$ cat src/rtl/uctl_pkg.sv
// Shared constants for the USB token decoder: PID codes, FSM encoding, token field layout.
package uctl_pkg;

   localparam logic [3:0] PID_OUT   = 4'b0001;
   localparam logic [3:0] PID_IN    = 4'b1001;
   localparam logic [3:0] PID_SOF   = 4'b0101;
   localparam logic [3:0] PID_SETUP = 4'b1101;

   typedef enum logic [1:0] {
      ST_IDLE  = 2'd0,
      ST_BYTE1 = 2'd1,
      ST_BYTE2 = 2'd2,
      ST_DRAIN = 2'd3
   } tok_state_t;

   // 11-bit field F = {byte2[2:0], byte1}; CRC5 sits in byte2[7:3].
   localparam int FIELD_W  = 11;
   localparam int ADDR_LSB = 0;
   localparam int ADDR_W   = 7;
   localparam int ENDP_LSB = 7;
   localparam int ENDP_W   = 4;
   localparam int B2_F_W   = 3;
   localparam int CRC_LSB  = 3;
   localparam int CRC5_W   = 5;

   function automatic logic is_token_pid(input logic [3:0] pid);
      return (pid == PID_OUT) || (pid == PID_IN) || (pid == PID_SOF) || (pid == PID_SETUP);
   endfunction

   function automatic logic [CRC5_W-1:0] bitrev5(input logic [CRC5_W-1:0] v);
      logic [CRC5_W-1:0] r;
      r = '0;
      for (int i = 0; i < CRC5_W; i++) begin
         r[i] = v[CRC5_W-1-i];
      end
      return r;
   endfunction

endpackage

$ cat src/rtl/uctl_crc5Gen.sv
// Combinational USB CRC5 (x^5+x^2+1, preset all-ones) over the 11-bit token field, LSB first.
// crc_out is the raw remainder; the wire value is bit-reverse(~crc_out).
module uctl_crc5Gen
   import uctl_pkg::*;
(
   input  logic [FIELD_W-1:0] data_in,
   output logic [CRC5_W-1:0]  crc_out
);

   logic [CRC5_W-1:0] crc;
   logic              fb;

   always_comb begin
      crc = '1;
      fb  = 1'b0;
      for (int i = 0; i < FIELD_W; i++) begin
         fb  = data_in[i] ^ crc[CRC5_W-1];
         crc = {crc[CRC5_W-2:0], 1'b0} ^ (fb ? 5'b00101 : 5'b00000);
      end
      crc_out = crc;
   end

endmodule

$ cat src/rtl/uctl_tokendecoder.sv
// USB Rx token stage: collects OUT/IN/SETUP/SOF packets, checks PID and CRC5, strobes results.
// Optional device-address filter for OUT/IN/SETUP: define UCTL_TOKEN_ADDR_FILTER_EN.
//
// state    | meaning
// ---------+-----------------------------------------------------------
// ST_IDLE  | waiting for a PID byte (rxValid & rxSop)
// ST_BYTE1 | token PID accepted, waiting for byte1 (field low byte)
// ST_BYTE2 | waiting for byte2 (field high bits + CRC5), expects rxEop
// ST_DRAIN | discarding the rest of a rejected packet until rxEop
module uctl_tokendecoder
   import uctl_pkg::*;
#(
   parameter int CHECK_PID = 1,
   parameter int ERR_CNT_W = 8
) (
   input  logic                 coreClk,
   input  logic                 coreRst,
   input  logic [7:0]           rxData,
   input  logic                 rxValid,
   input  logic                 rxSop,
   input  logic                 rxEop,
   input  logic                 rxAbort,
   input  logic [6:0]           devAddr,
   output logic                 tokValid,
   output logic                 sofValid,
   output logic [3:0]           tokPid,
   output logic [6:0]           tokAddr,
   output logic [3:0]           tokEndp,
   output logic [10:0]          tokFrameNum,
   output logic                 crcErr,
   output logic                 pidErr,
   output logic                 lenErr,
   output logic [ERR_CNT_W-1:0] errCnt,
   output logic                 busy
);

   tok_state_t state_q, state_d;
   logic [3:0]  pid_q, pid_d;
   logic [7:0]  byte1_q, byte1_d;

   logic        tok_valid_q, tok_valid_d;
   logic        sof_valid_q, sof_valid_d;
   logic        crc_err_q, crc_err_d;
   logic        pid_err_q, pid_err_d;
   logic        len_err_q, len_err_d;
   logic [3:0]  tok_pid_q, tok_pid_d;
   logic [6:0]  tok_addr_q, tok_addr_d;
   logic [3:0]  tok_endp_q, tok_endp_d;
   logic [10:0] tok_frame_q, tok_frame_d;
   logic [ERR_CNT_W-1:0] err_cnt_q, err_cnt_d;

   logic [3:0]         rx_pid;
   logic               pid_ok;
   logic [FIELD_W-1:0] field;
   logic [CRC5_W-1:0]  crc_calc;
   logic [CRC5_W-1:0]  crc_rx;
   logic               crc_ok;
   logic               addr_hit;
   logic               err_any;

   assign rx_pid = rxData[3:0];
   assign pid_ok = (CHECK_PID == 0) || (rxData[7:4] == ~rxData[3:0]);
   assign field  = {rxData[B2_F_W-1:0], byte1_q};
   assign crc_rx = rxData[CRC_LSB +: CRC5_W];
   assign crc_ok = (crc_rx == bitrev5(~crc_calc));

`ifdef UCTL_TOKEN_ADDR_FILTER_EN
   assign addr_hit = (field[ADDR_LSB +: ADDR_W] == devAddr);
`else
   logic unused_dev_addr;
   assign unused_dev_addr = ^devAddr;
   assign addr_hit        = 1'b1;
`endif

   uctl_crc5Gen u_crc5 (
      .data_in (field),
      .crc_out (crc_calc)
   );

   always_comb begin
      state_d     = state_q;
      pid_d       = pid_q;
      byte1_d     = byte1_q;
      tok_valid_d = 1'b0;
      sof_valid_d = 1'b0;
      crc_err_d   = 1'b0;
      pid_err_d   = 1'b0;
      len_err_d   = 1'b0;
      tok_pid_d   = tok_pid_q;
      tok_addr_d  = tok_addr_q;
      tok_endp_d  = tok_endp_q;
      tok_frame_d = tok_frame_q;

      if (rxAbort) begin
         state_d = ST_IDLE;
      end else if (rxValid) begin
         if (rxSop) begin
            // A new PID cuts short any token in flight; the old one is reported as a length error.
            len_err_d = (state_q == ST_BYTE1) || (state_q == ST_BYTE2);
            state_d   = ST_IDLE;
            if (is_token_pid(rx_pid)) begin
               if (!pid_ok) begin
                  pid_err_d = !len_err_d;
                  state_d   = rxEop ? ST_IDLE : ST_DRAIN;
               end else if (rxEop) begin
                  len_err_d = 1'b1;
               end else begin
                  pid_d   = rx_pid;
                  state_d = ST_BYTE1;
               end
            end
         end else begin
            case (state_q)
               ST_BYTE1: begin
                  byte1_d = rxData;
                  if (rxEop) begin
                     len_err_d = 1'b1;
                     state_d   = ST_IDLE;
                  end else begin
                     state_d = ST_BYTE2;
                  end
               end
               ST_BYTE2: begin
                  if (rxEop) begin
                     state_d = ST_IDLE;
                     if (!crc_ok) begin
                        crc_err_d = 1'b1;
                     end else if (pid_q == PID_SOF) begin
                        sof_valid_d = 1'b1;
                        tok_pid_d   = pid_q;
                        tok_frame_d = field;
                     end else if (addr_hit) begin
                        tok_valid_d = 1'b1;
                        tok_pid_d   = pid_q;
                        tok_addr_d  = field[ADDR_LSB +: ADDR_W];
                        tok_endp_d  = field[ENDP_LSB +: ENDP_W];
                     end
                  end else begin
                     len_err_d = 1'b1;
                     state_d   = ST_DRAIN;
                  end
               end
               ST_DRAIN: begin
                  if (rxEop) begin
                     state_d = ST_IDLE;
                  end
               end
               default: ;
            endcase
         end
      end

      err_any   = crc_err_d | pid_err_d | len_err_d;
      err_cnt_d = err_cnt_q;
      if (err_any && (err_cnt_q != '1)) begin
         err_cnt_d = err_cnt_q + ERR_CNT_W'(1);
      end
   end

   always_ff @(posedge coreClk or posedge coreRst) begin
      if (coreRst) begin
         state_q     <= ST_IDLE;
         pid_q       <= '0;
         byte1_q     <= '0;
         tok_valid_q <= 1'b0;
         sof_valid_q <= 1'b0;
         crc_err_q   <= 1'b0;
         pid_err_q   <= 1'b0;
         len_err_q   <= 1'b0;
         tok_pid_q   <= '0;
         tok_addr_q  <= '0;
         tok_endp_q  <= '0;
         tok_frame_q <= '0;
         err_cnt_q   <= '0;
      end else begin
         state_q     <= state_d;
         pid_q       <= pid_d;
         byte1_q     <= byte1_d;
         tok_valid_q <= tok_valid_d;
         sof_valid_q <= sof_valid_d;
         crc_err_q   <= crc_err_d;
         pid_err_q   <= pid_err_d;
         len_err_q   <= len_err_d;
         tok_pid_q   <= tok_pid_d;
         tok_addr_q  <= tok_addr_d;
         tok_endp_q  <= tok_endp_d;
         tok_frame_q <= tok_frame_d;
         err_cnt_q   <= err_cnt_d;
      end
   end

   assign tokValid    = tok_valid_q;
   assign sofValid    = sof_valid_q;
   assign crcErr      = crc_err_q;
   assign pidErr      = pid_err_q;
   assign lenErr      = len_err_q;
   assign tokPid      = tok_pid_q;
   assign tokAddr     = tok_addr_q;
   assign tokEndp     = tok_endp_q;
   assign tokFrameNum = tok_frame_q;
   assign errCnt      = err_cnt_q;
   assign busy        = (state_q != ST_IDLE);

endmodule

$ cat config.mk
export PLATFORM = sky130hd
export DESIGN_NAME = uctl_tokendecoder
export DESIGN_NICKNAME = d
export VERILOG_FILES = /design/src/rtl/uctl_pkg.sv /design/src/rtl/uctl_crc5Gen.sv /design/src/rtl/uctl_tokendecoder.sv
export SDC_FILE = /design/constraint.sdc
export NUM_CORES = 1
export LEC_CHECK = 0
export BUFFER_PORTS_ARGS = -buffer_cell sky130_fd_sc_hd__buf_2
export CORE_MARGIN = 5
export CORE_UTILIZATION = 25
export CTS_BUF_LIST = sky130_fd_sc_hd__clkbuf_16
export DETAILED_ROUTE_END_ITERATION = 6
export GPL_ROUTABILITY_DRIVEN = 0
export PLACE_DENSITY_LB_ADDON = 0.15
export SLEW_MARGIN = 20
export SYNTH_ARGS = -nofsm -noshare
export SYNTH_HDL_FRONTEND = slang
export SYNTH_SLANG_ARGS = --single-unit
$ cat constraint.sdc
create_clock -name coreClk -period 4.2 [get_ports coreClk]
set_input_delay 0.21 -clock coreClk [delete_from_list [all_inputs] [get_ports coreClk]]
set_output_delay 0.21 -clock coreClk [all_outputs]
set_load 0.01 [all_outputs]
# Word-level counts from Yosys, hierarchy flattened
# Cells that the tools add are included.
[classes]
n_addsub = 1
mul = 0
n_div = 0
order_cmp = 0
eq_ne = 12
shifts = 0
muxes = 55
bitwise = 29
n_reduce_logical = 15
[ops]
columns = ["cell", "count"]
rows = [
  ["$xor A5 B5 Y5", 10],
  ["$mux W1", 34],
  ["$mux W3", 11],
  ["$mux W2", 8],
  ["$reduce_and A7 Y1", 2],
  ["$reduce_and A6 Y1", 2],
  ["$xor A1 B1 Y1", 10],
  ["$add A8 B1 Y8 const B", 1],
  ["$eq A4 B3 Y1 const B", 2],
  ["$eq A4 B4 Y1 const B", 2],
  ["$ne A8 B8 Y1 const B", 1],
  ["$not A4 Y4", 2],
  ["$pmux W2 S3", 1],
  ["$eq A5 B5 Y1", 1],
  ["$not A5 Y5", 1],
  ["$reduce_bool A5 Y1", 1],
  ["$eq A2 B2 Y1 const B", 2],
  ["$eq A4 B1 Y1 const B", 1],
  ["$eq A4 B4 Y1", 1],
  ["$logic_or A1 B1 Y1", 4],
  ["$ne A4 B4 Y1 const B", 1],
  ["$not A1 Y1", 4],
  ["$reduce_and A4 Y1", 1],
  ["$reduce_bool A2 Y1", 2],
  ["other kinds (6)", 7],
]
[totals]
reg_bits = 53
latchBits = 0
mem_bits_rw = 0
romBits = 0
inputBits = 21
word_cells = 125
mem_count = 0

# Logic depth before layout (Yosys ltp)
# Gate-level depths: netlist of the first run.
[logic_depth]
word_depth = 43
depth_mapped = 10

# Cells and area by module
# From an unflattened synthesis of the first run, not the netlist that was laid out.
[hier_totals]
hier_cells = 199
hier_area_um2 = 2567.5
[by_module_without_submodules]
columns = ["module", "n_inst", "cells_each", "area_per_inst_um2", "seq_area_each_um2"]
rows = [
  ["uctl_tokendecoder", 1, 182, 2384.8, 1326.3],
  ["uctl_crc5Gen", 1, 17, 182.7, 0.0],
]

# Worst setup path after synthesis of the first run
# Ideal clock, no wire load.
[synth_timing]
path_kind = "register to register"
start = "register byte1_q[2]"
end = "register tok_frame_q[0] (netlist: tokFrameNum[0])"
t_arrival_ns = 2.312
required_time_ns = 4.075
slack_ns = 1.763
path_stages_with_launch = 9
period_less_slack_ns = 2.437
cell_sequence = "dfrtp_1 xnor2_1 xnor3_1 o31a_1 a21oi_2 nand2b_2 or2_4 buf_6 mux2_4"
[synth_via]
elab_chain_cells = 18
word_cells_on_any_way = 22
classes_between = "eq/ne: 1; mux: 5; bitwise: 15; reduce/logical: 1"
[synth_rtl]
columns = ["element", "line", "text"]
rows = [
  ["start, declared", "uctl_tokendecoder.sv:39", "logic [7:0] byte1_q, byte1_d;"],
  ["start signal, assigned", "uctl_tokendecoder.sv:178", "byte1_q <= byte1_d;"],
  ["$xor A1 B1 Y1 (*)", "uctl_crc5Gen.sv:17", "fb = data_in[i] ^ crc[CRC5_W-1];"],
  ["$mux W3 (*)", "uctl_crc5Gen.sv:18", "crc = {crc[CRC5_W-2:0], 1'b0} ^ (fb ? 5'b00101 : 5'b00000);"],
  ["$xor A5 B5 Y5 (*) (3 in a row)", "uctl_crc5Gen.sv:18", ""],
  ["$xor A1 B1 Y1 or $xor A5 B5 Y5 (tied branches)", "uctl_crc5Gen.sv:17, uctl_crc5Gen.sv:18", ""],
  ["$mux W3 or $xor A5 B5 Y5 (tied branches)", "uctl_crc5Gen.sv:18", ""],
  ["$xor A5 B5 Y5 (*) (3 in a row)", "uctl_crc5Gen.sv:18", ""],
  ["$xor A1 B1 Y1 or $xor A5 B5 Y5 (tied branches)", "uctl_crc5Gen.sv:17, uctl_crc5Gen.sv:18", ""],
  ["$mux W3 or $xor A5 B5 Y5 (tied branches)", "uctl_crc5Gen.sv:18", ""],
  ["$xor A5 B5 Y5 (*) (3 in a row)", "uctl_crc5Gen.sv:18", ""],
  ["$not A5 Y5 (*)", "uctl_tokendecoder.sv:65", "assign crc_ok = (crc_rx == bitrev5(~crc_calc));"],
  ["$eq A5 B5 Y1 (*)", "uctl_tokendecoder.sv:65", ""],
  ["$reduce_and A7 Y1 (no line) (*)", "n/a", ""],
  ["end signal, assigned", "uctl_tokendecoder.sv:187", "tok_frame_q <= tok_frame_d;"],
  ["end, declared", "uctl_tokendecoder.sv:49", "logic [10:0] tok_frame_q, tok_frame_d;"],
]
# Every way passes the cells marked *; elsewhere a longest branch is shown, timed or not.
# A chain may end at the register's enable or synchronous reset.

# Final worst setup path of the first run
[layout_timing]
start = "register byte1_q[2]"
end = "register tok_addr_q[2] (netlist: tokAddr[2])"
[layout_via]
elab_chain_cells = 18
word_cells_on_any_way = 22
classes_between = "eq/ne: 1; mux: 5; bitwise: 15; reduce/logical: 1"
[layout_rtl]
columns = ["element", "line", "text"]
rows = [
  ["$xor A1 B1 Y1", "uctl_crc5Gen.sv:17", ""],
  ["$mux W3", "uctl_crc5Gen.sv:18", ""],
  ["$xor A5 B5 Y5 (3 in a row)", "uctl_crc5Gen.sv:18", ""],
  ["$xor A1 B1 Y1 or $xor A5 B5 Y5 (tied branches)", "uctl_crc5Gen.sv:17, uctl_crc5Gen.sv:18", ""],
  ["$mux W3 or $xor A5 B5 Y5 (tied branches)", "uctl_crc5Gen.sv:18", ""],
  ["$xor A5 B5 Y5 or $xor A1 B1 Y1 (tied branches)", "uctl_crc5Gen.sv:18, uctl_crc5Gen.sv:17", ""],
  ["$xor A5 B5 Y5 or $mux W3 (tied branches)", "uctl_crc5Gen.sv:18", ""],
  ["$xor A5 B5 Y5", "uctl_crc5Gen.sv:18", ""],
  ["$xor A1 B1 Y1 or $xor A5 B5 Y5 (tied branches)", "uctl_crc5Gen.sv:17, uctl_crc5Gen.sv:18", ""],
  ["$mux W3 or $xor A5 B5 Y5 (tied branches)", "uctl_crc5Gen.sv:18", ""],
  ["$xor A5 B5 Y5 or $xor A1 B1 Y1 (tied branches)", "uctl_crc5Gen.sv:18, uctl_crc5Gen.sv:17", ""],
  ["$xor A5 B5 Y5 or $mux W3 (tied branches)", "uctl_crc5Gen.sv:18", ""],
  ["$xor A5 B5 Y5", "uctl_crc5Gen.sv:18", ""],
  ["$not A5 Y5", "uctl_tokendecoder.sv:65", ""],
  ["$eq A5 B5 Y1", "uctl_tokendecoder.sv:65", ""],
  ["$reduce_and A7 Y1 (no line)", "n/a", ""],
  ["end signal, assigned", "uctl_tokendecoder.sv:185", "tok_addr_q <= tok_addr_d;"],
  ["end, declared", "uctl_tokendecoder.sv:47", "logic [6:0] tok_addr_q, tok_addr_d;"],
]
# Several ways; a longest one is shown, not always the timed one.

==> results of run 1 <==
## metal layers
| layer | global-route usage, % | wire (µm) |
|---|---|---|
| met1 | 12.4 | 2710 |
| met3 | 2.02 | 162 |
| met2 | 16.0 | 2900 |
| met5 | 0 | 0 |
| met4 | 3.41 | 74 |
## synth_stat cells, drive strengths merged, types with 2 or more instances
cell,n
buf,2
xnor2,13
xnor3,2
inv,6
and2,2
a21oi,4
ha,5
nand2b,5
a22o,2
nor2b,2
xor2,14
nor3,5
nand2,8
clkbuf,4
dfrtp,53
mux2,38
o21ai,2
nand3,10
and3,2
nor2,7
## cell families (layout without fill, tap and decap cells)
family / count (synthesis) / count (layout) / synth area share, %
flops: 53 / 53 / 51.7
simple gates: 45 / 45 / 9.32
mux: 38 / 38 / 18.0
buf+inv: 12 / 67 / 2.24
xor+xnor: 29 / 29 / 11.6
fa+ha+maj: 5 / 5 / 2.44
compound gates: 16 / 16 / 4.69
## registers in the layout (all words and copies together) (netlist names)
register / cells
crcErr: 1
state_q: 2
pidErr: 1
sofValid: 1
tokEndp: 4
pid_q: 4
lenErr: 1
tokFrameNum: 11
byte1_q: 8
tokValid: 1
errCnt: 8
tokPid: 4
tokAddr: 7
## report_power, final
| part | switching, µW | leakage [µW] | internal (µW) |
|---|---|---|---|
| Sequential | 42.5 | 0.000728 | 541 |
| Clock | 183 | 0.0000633 | 216 |
| Combinational | 102 | 0.000836 | 90.6 |
## final cells by class
| cell class | count | share of cell area [%] |
|---|---|---|
| clock inverters | 2 | 0.362 |
| repair buffers | 54 | 8.78 |
| multi-input cells | 133 | 38.0 |
| clock buffers | 5 | 4.03 |
| inverters | 6 | 0.725 |
| flip-flops and latches | 53 | 42.7 |
| well taps | 136 | 5.48 |
## tightest hold or removal path, cell delays in order
cell and delay [ns]:
buf_2 0.10, inv_2 0.03, buf_4 0.54
## final timing paths
kind / cells after the start / from / to
worst max-delay path: 7 / byte1_q[2] / tokAddr[2]
worst min-delay path: 3 / coreRst / byte1_q[7]
worst max register to register: 7 / byte1_q[2] / tokAddr[2]
worst min register to register: 1 / errCnt[6] / errCnt[6]
max in group asynchronous: 3 / coreRst / state_q[0]
min in group coreClk: 2 / rxData[4] / byte1_q[4]
## per-stage QoR
step | cells | power (µW)
global route | 389 | 1240
detailed placement | 382 | 790
floorplan | 198 | 720
global placement | 382 | 786
finish | 389 | 1180
CTS | 389 | 1200
==> qor.txt, run 1 <==
WL/cell = 15.0 µm
clk_lat worst skew = 0.29 ns
register area share after synthesis = 51.7%
area share of the largest cell type after synthesis = 51.7%
Core Box Area = 10200 µm²
number of hold buffers added after cts = 0
Reg2Reg Setup Slack = 1.27 ns
crit-path cells = xnor2_1 -> xnor3_1 -> o31a_1 -> a21oi_2 -> nand2b_2 -> nor2b_2 -> mux2_2
Worst Setup Start Kind = register
crit-path max cell delay = 0.62 ns
clock-pin slew on the worst setup and hold paths = 0.07 ns
Tcrit/Tclk final = 69.7%
Final WS setup = 1.27 ns
Max Freq = 341 MHz
num ports = 61
H-tree Lvls = 2
CTS Buffer Depth = 2
placed inst area = 2970 µm²
# fillers = 1082
largest net degree at the start of global routing = 54
post-DP HPWL = 4230 µm
Post-synth top flop = dfrtp_1
router iterations before antenna repair = 4
Critical Path RT = 4.37 ns
CTS tree = yes
CTS-repair resized insts = 0
top cell type by total area after synthesis = dfrtp_1
worst min path class = input port to asynchronous set/reset pin
Async S/R FF share, synth = 100%
DR vias = 1657
Post-synth EDFFs = 0
RSZ-0062 raised after global routing = false
# setup viols final = 0
outcome = completed
Layout Utilization = 30.5%
ant diodes = 0
# port buffers = 53
Synth cell types = 40
crit-path max FO = 12
Fin Hold WS = 0.107 ns
setup repair bufs after CTS = 0
synth warn = 0
Worst path top cell family by delay = simple AND/OR/NAND/NOR gates
initial antenna violation count = 0
DR iter-0 viols = 50
Die Wd = 111 µm
syn avg cell area = 12.9 µm²
most frequent cells in the layout = dfrtp_1, buf_2, mux2_2, xnor2_1, xor2_1
total grt overflow = 0
gr usage total = 9.63%
Syn-to-layout area delta = 21.2%
DR vias/cell = 4.26
PD cells = 378 nW/µm²
Post-Syn Instances = 198
vias in the first global route = 1818
footprint of the multi-input gates = 1180 µm²
Die Height = 111 µm
number of max-cap violations = 0
die area = 12400 µm²
Worst path slowest cell = nor2b_2
Clock Skew = 0.00438 ns
post-layout net count = 279
first-pass GRT wire length = 9480 µm
LEAKAGE = 0.00163 µW
FF+latch count, synth = 53
final instance area = 3110 µm²
DRT antenna net count = 0
syn nets = 224
Residual DRC = 0
Min Clock Period, post-route = 2.93 ns
hold violation total from the final report = 0
slew margin rel. = 50.1%
pre-CTS WS = 1.22 ns
Max Slew Vio Count = 0
synthesized cell area = 2560 µm²
Total Neg Setup Slack = 0 ns
CP Capture Type = register
CTS Buf Count = 5
ranking of synthesized cells by area = dfrtp_1, mux2_2, mux2_4
initial core utilization = 25.2%
crit path DAT = 3.10 ns
num rows = 37
clock sink total = 53
maximum VDD drop = 0.136 mV
share of cells above drive strength 1 = 40.3%
clock root cell = clkbuf_16
CP Class = register to register
Seq. cell area = 1330 µm²
critical path buffer and inverter count = 0
wirelength, routed = 5850 µm
Worst Max-Slew Pin Slew = 0.745 ns
Note: power is estimated with default switching activity, not from simulation.
==> run 2: changes to the inputs <==
- ABC_AREA: unset -> 1
- clock period: 4.2 -> 2.4 ns (I/O delays scaled with it)
==> qor.txt, run 2 <==
worst min path class = input port to register
vias in the first global route = 2250 (+24%)
most common cell after layout, fill and taps aside = nand2_1
max reg flops = 11 (unchanged)
outcome = completed
final instance area = 3360 µm² (+8.2%)
Die Wd = 115 µm (+3.5%)
CP Capture Type = register
ant diodes = 0 (unchanged)
largest net degree at the start of global routing = 30 (-44%)
Tcrit/Tclk final = 84.5% (+15 points)
Critical Path RT = 2.56 ns (-1.81 ns)
synthesized cell area = 2770 µm² (+7.9%)
post-layout net count = 440 (+58%)
DRT antenna net count = 0 (unchanged)
Layout Utilization = 31.0% (+0.50 points)
setup repair bufs after CTS = 0 (unchanged)
FF+latch count, synth = 53 (unchanged)
Max Slew Vio Count = 0 (unchanged)
first-pass GRT wire length = 11100 µm (+17%)
maximum VDD drop = 0.379 mV (+180%)
WL/cell = 11.8 µm (-22%)
Synth cell types = 28 (-30%)
clock root cell = clkbuf_16
router iterations before antenna repair = 4 (unchanged)
Worst Max-Slew Pin Slew = 0.570 ns (-0.175 ns)
total grt overflow = 0 (unchanged)
initial core utilization = 25.5% (+0.34 points)
Async S/R FF share, synth = 100% (unchanged)
Min Clock Period, post-route = 2.03 ns (-0.902 ns)
clock sink total = 53 (unchanged)
Residual DRC = 0 (unchanged)
syn nets = 382 (+71%)
Core Box Area = 10800 µm² (+6.4%)
wirelength, routed = 6540 µm (+12%)
placed inst area = 3180 µm² (+7.2%)
synth warn = 0 (unchanged)
area share of the largest cell type after synthesis = 48.0% (-3.8 points)
H-tree Lvls = 2 (unchanged)
num rows = 38 (+2.7%)
commonest cells in the netlist = nand2_1, dfrtp_1, inv_1, nand3_1, o21ai_1
top cell type by total area after synthesis = dfrtp_1
ranking of synthesized cells by area = dfrtp_1, nand2_1, inv_1
die area = 13300 µm² (+7.1%)
CP Class = register to register
CTS Buf Count = 5 (unchanged)
DR vias = 2323 (+40%)
share of cells above drive strength 1 = 19.0% (-21 points)
slew margin rel. = 61.7% (+12 points)
number of max-cap violations = 0 (unchanged)
Total Neg Setup Slack = 0 ns (unchanged)
Clock Skew = 0.00835 ns (+0.00397 ns)
DR iter-0 viols = 114 (+130%)
hold violation total from the final report = 0 (unchanged)
Fin Hold WS = 0.147 ns (+0.0395 ns)
# port buffers = 53 (unchanged)
Post-synth top flop = dfrtp_1
crit path DAT = 2.19 ns (-0.91 ns)
num ports = 61 (unchanged)
RSZ-0062 raised after global routing = false
Die Height = 115 µm (+3.5%)
Post-Syn Instances = 356 (+80%)
initial antenna violation count = 0 (unchanged)
top-count cell post-synth = nand2_1
PD cells = 684 nW/µm² (+81%)
register area share after synthesis = 48.0% (-3.8 points)
most frequent cells in the layout = nand2_1, dfrtp_1, buf_2, inv_1, nand3_1
clk_lat worst skew = 0.29 ns (about the same)
# setup viols final = 0 (unchanged)
crit-path max FO = 23 (+11)
Worst Setup Start Kind = register
gr usage total = 10.4% (+0.79 points)
Reg2Reg Setup Slack = 0.37 ns (-0.90 ns)
Post-synth EDFFs = 0 (unchanged)
syn avg cell area = 7.77 µm² (-40%)
Syn-to-layout area delta = 21.6%
clock-pin slew on the worst setup and hold paths = 0.07 ns (about the same)
CTS Buffer Depth = 2 (unchanged)
CTS tree = yes
LEAKAGE = 0.00188 µW (+16%)
post-DP HPWL = 5070 µm (+20%)
DR vias/cell = 4.19 (-1.7%)
Max Freq = 493 MHz (+44%)
-- run 2: changes by cell type in the layout (fill, tap and decap cells not counted), sizes merged, moves of 3 or more --
cell	change
nor2	+9
nor4	+3
nor3	-3
nand2	+131
mux2	-38
inv	+46
o21ai	+36
xor2	-10
nand3	+18
xnor2	-9
nand2b	-5
-- run 2: cells by family (layout without fill, tap and decap cells) --
| kind of cell | after synthesis | after routing | share of synthesized area, % |
|---|---|---|---|
| flip-flops | 53 | 53 | 48.0 |
| buffers and inverters | 56 | 115 | 8.78 |
| adder cells (fa/ha/maj) | 5 | 5 | 2.26 |
| AND/OR/NAND/NOR | 189 | 189 | 29.8 |
| AO/OA/AOI/OAI | 45 | 45 | 8.64 |
| XOR/XNOR | 8 | 8 | 2.53 |
-- run 2: what timing repair did --
| action | 4_1_cts | 5_1_grt |
|---|---|---|
| setup endpoints to repair | 0 | 0 |
| endpoints found under the hold margin | 24 | 0 |
| gates resized for setup | 0 | 0 |
| hold buffers | 1 | 0 |
-- run 2: worst max-delay path, stage by stage (launching register included) --
cell     delay, ns
dfrtp_1       0.45
inv_2         0.14
nand2_1       0.06
nand2_1       0.09
nand2_1       0.05
nand2_1       0.13
inv_1         0.07
nand2_1       0.07
nand2_1       0.04
nand2_1       0.05
nand2_1       0.06
nor2_2        0.09
nand2_2       0.08
inv_4         0.10
nand3_4       0.23
nand2_1       0.13
o21ai_1       0.07
-- run 2: per-layer routing --
layer  vias up  part of all wire (%)  GRT usage [%]
met2        45                    43           15.8
met1      1045                    51           14.9
met3         4                   5.0           2.21
met4         0                   1.1           3.05
met5         -                     0              0
li1       1229                     -              -
-- run 2: final cells by class --
type	instances	area (µm²)
clock buffer	5	125
fill	1186	7480
clock inverter	3	42.5
timing repair buffer	56	303
tap	140	175
sequential	53	1330
multi-input combinational	247	1200
inverter	51	194
-- run 2: report_power, final --
group	internal [µW]	switching [µW]	total [µW]
logic	175	300	475
clock network	491	322	813
registers	945	67.2	1010
total	1610	689	2300
-- run 2: worst paths after layout --
path,startpoint,end,cells past startpoint
min in group asynchronous,coreRst,tokFrameNum[0],3
min,rxData[5],byte1_q[5],3
max reg2reg,byte1_q[2],tokFrameNum[9],16
max,byte1_q[2],tokFrameNum[9],16
min reg2reg,tokPid[1],tokPid[1],2
max in group asynchronous,coreRst,pid_q[0],4
-- run 2: stage by stage --
step	std cells	setup WS, ns	total power, µW
2_1_floorplan	356	0.621	1370
4_1_cts	555	0.357	2340
5_1_grt	555	0.0629	2470
6_report	555	0.372	2300
3_5_place_dp	546	0.380	1510
3_3_place_gp	546	0.375	1510
==> run 3: changes to the inputs <==
- clock period: 2.4 -> 2.1 ns (I/O delays scaled with it)
==> qor.txt, run 3 (same netlist as run 2, synthesis figures left out) <==
slew margin rel. = 55.4% (-6.3 points)
H-tree Lvls = 2 (unchanged)
outcome = completed
Final WS setup = 0.0774 ns (-0.295 ns)
maximum VDD drop = 0.373 mV (-1.6%)
clock-pin slew on the worst setup and hold paths = 0.07 ns (about the same)
num rows = 38 (unchanged)
most frequent cells in the layout = nand2_1, buf_2, dfrtp_1, inv_1, nand2_2
Min Clock Period, post-route = 2.02 ns (-0.00517 ns)
final instance area = 3750 µm² (+12%)
clock root cell = clkbuf_16
initial antenna violation count = 0 (unchanged)
post-layout instance count excluding filler cells = 576 (+3.8%)
worst min path class = input port to register
Worst Setup Start Kind = register
sequential share of power = 42.0% (-2.0 points)
most common cell after layout, fill and taps aside = nand2_1
hold violation total from the final report = 0 (unchanged)
Max Slew Vio Count = 0 (unchanged)
die area = 13300 µm² (unchanged)
clk_lat worst skew = 0.29 ns (about the same)
CTS Buf Count = 5 (unchanged)
wirelength, routed = 7450 µm (+14%)
num ports = 61 (unchanged)
part of the power in combinational logic = 24.8% (+4.2 points)
footprint of the multi-input gates = 1460 µm² (+22%)
WL/cell = 12.9 µm (+9.7%)
number of max-cap violations = 0 (unchanged)
LEAKAGE = 0.00200 µW (+6.1%)
post-layout net count = 461 (+4.8%)
Die Height = 115 µm (unchanged)
total grt overflow = 0 (unchanged)
max reg flops = 11 (unchanged)
DR vias/cell = 4.34 (+3.6%)
Tcrit/Tclk final = 96.3% (+12 points)
first-pass GRT wire length = 11200 µm (+1.4%)
ant diodes = 0 (unchanged)
# fillers = 1186 (unchanged)
clock sink total = 53 (unchanged)
Critical Path RT = 2.31 ns (-0.25 ns)
Syn-to-layout area delta = 35.6%
initial core utilization = 25.5% (unchanged)
CTS tree = yes
DRT antenna net count = 0 (unchanged)
vias in the first global route = 2275 (+1.1%)
DR iter-0 viols = 92 (-19%)
DP Cell Count = 552 (+1.1%)
DR vias = 2497 (+7.5%)
post-DP HPWL = 5140 µm (+1.3%)
sw frac = 31.3% (+1.3 points)
CP Class = register to register
# port buffers = 53 (unchanged)
Worst Max-Slew Pin Slew = 0.665 ns (+0.0947 ns)
CP Capture Type = register
Clock Skew = 0.00711 ns (-0.00124 ns)
placed inst area = 3230 µm² (+1.4%)
share of cells above drive strength 1 = 33.5% (+14 points)
PD cells = 742 nW/µm² (+8.5%)
crit-path max FO = 6 (-74%)
# setup viols final = 0 (unchanged)
Clk pwr share = 33.2% (-2.1 points)
Pint = 1910 µW (+19%)
gr usage total = 10.5% (+0.078 points)
Seq. cell area = 1330 µm² (+0.28%)
pre-CTS WS = 0.0541 ns (-0.326 ns)
largest net degree at the start of global routing = 26 (-13%)
router iterations before antenna repair = 4 (unchanged)
crit path DAT = 2.23 ns (+0.04 ns)
Die Wd = 115 µm (unchanged)
Residual DRC = 0 (unchanged)
RSZ-0062 raised after global routing = true
Max Freq = 494 MHz (+0.26%)
P_sw = 871 µW (+26%)
Core Box Area = 10800 µm² (unchanged)
CTS Buffer Depth = 2 (unchanged)
-- run 3: critical path, stage by stage (launching register included) --
cell     delay, ns
dfrtp_2       0.46
buf_6         0.14
xnor2_2       0.13
nand2_2       0.10
nand2_2       0.09
nand2_2       0.06
nand2_1       0.05
inv_1         0.03
nand2_1       0.05
nand2_1       0.05
nor2_2        0.14
nand2_4       0.13
inv_8         0.12
nand3_2       0.17
o21ai_1       0.20
-- run 3: stage by stage --
stage	util (%)	total power [µW]	hold WS, ns	TNS (ns)
4_1_cts	31.4	2680	0.133	0
3_5_place_dp	29.8	1740	0.104	0
2_1_floorplan	-	1560	0.271	0
5_1_grt	34.6	2980	0.147	-0.277
6_report	34.6	2780	0.145	0
3_3_place_gp	29.8	1740	0.101	0
-- run 3: what timing repair did --
| item | 4_1_cts | 5_1_grt |
|---|---|---|
| hold buffers | 1 | 0 |
| setup endpoints to repair | 0 | 34 |
| setup buffers | 0 | 7 |
| hold endpoints to repair | 13 | 0 |
| gates resized for setup | 0 | 65 |
-- run 3: area by class of cell --
class / count / share of cell area (%)
inverter: 51 / 5.37
timing repair inverter: 1 / 0.167
sequential: 53 / 35.5
multi-input combinational: 254 / 39.0
clock buffer: 5 / 3.34
timing repair buffer: 69 / 10.9
clock inverter: 3 / 1.13
tap: 140 / 4.67
-- run 3: worst paths after layout --
kind / start / cells after the start / slack, ns / end
min: rxData[5] / 3 / 0.15 / byte1_q[5]
max in group asynchronous: coreRst / 4 / 1.24 / pid_q[2]
min in group asynchronous: coreRst / 3 / 0.33 / errCnt[2]
max: byte1_q[2] / 14 / 0.08 / tokFrameNum[8]
max reg2reg: byte1_q[2] / 14 / 0.08 / tokFrameNum[8]
min reg2reg: tokPid[1] / 2 / 0.48 / tokPid[1]
-- run 3: power by group through the flow --
stage | clock network (µW) | registers, µW | logic (µW)
floorplan | 0 | 1180 | 380
global placement | 0 | 1180 | 559
detailed placement | 0 | 1180 | 568
CTS | 952 | 1160 | 571
global route | 1000 | 1180 | 790
finish | 925 | 1170 | 690
-- run 3: per-layer routing --
metal | global-route usage [%] | vias up | part of all wire, %
met5 | 0 | - | 0
li1 | - | 1293 | -
met3 | 2.21 | 5 | 5.0
met4 | 3.05 | 0 | 1.1
met2 | 16.0 | 50 | 45
met1 | 15.0 | 1149 | 49
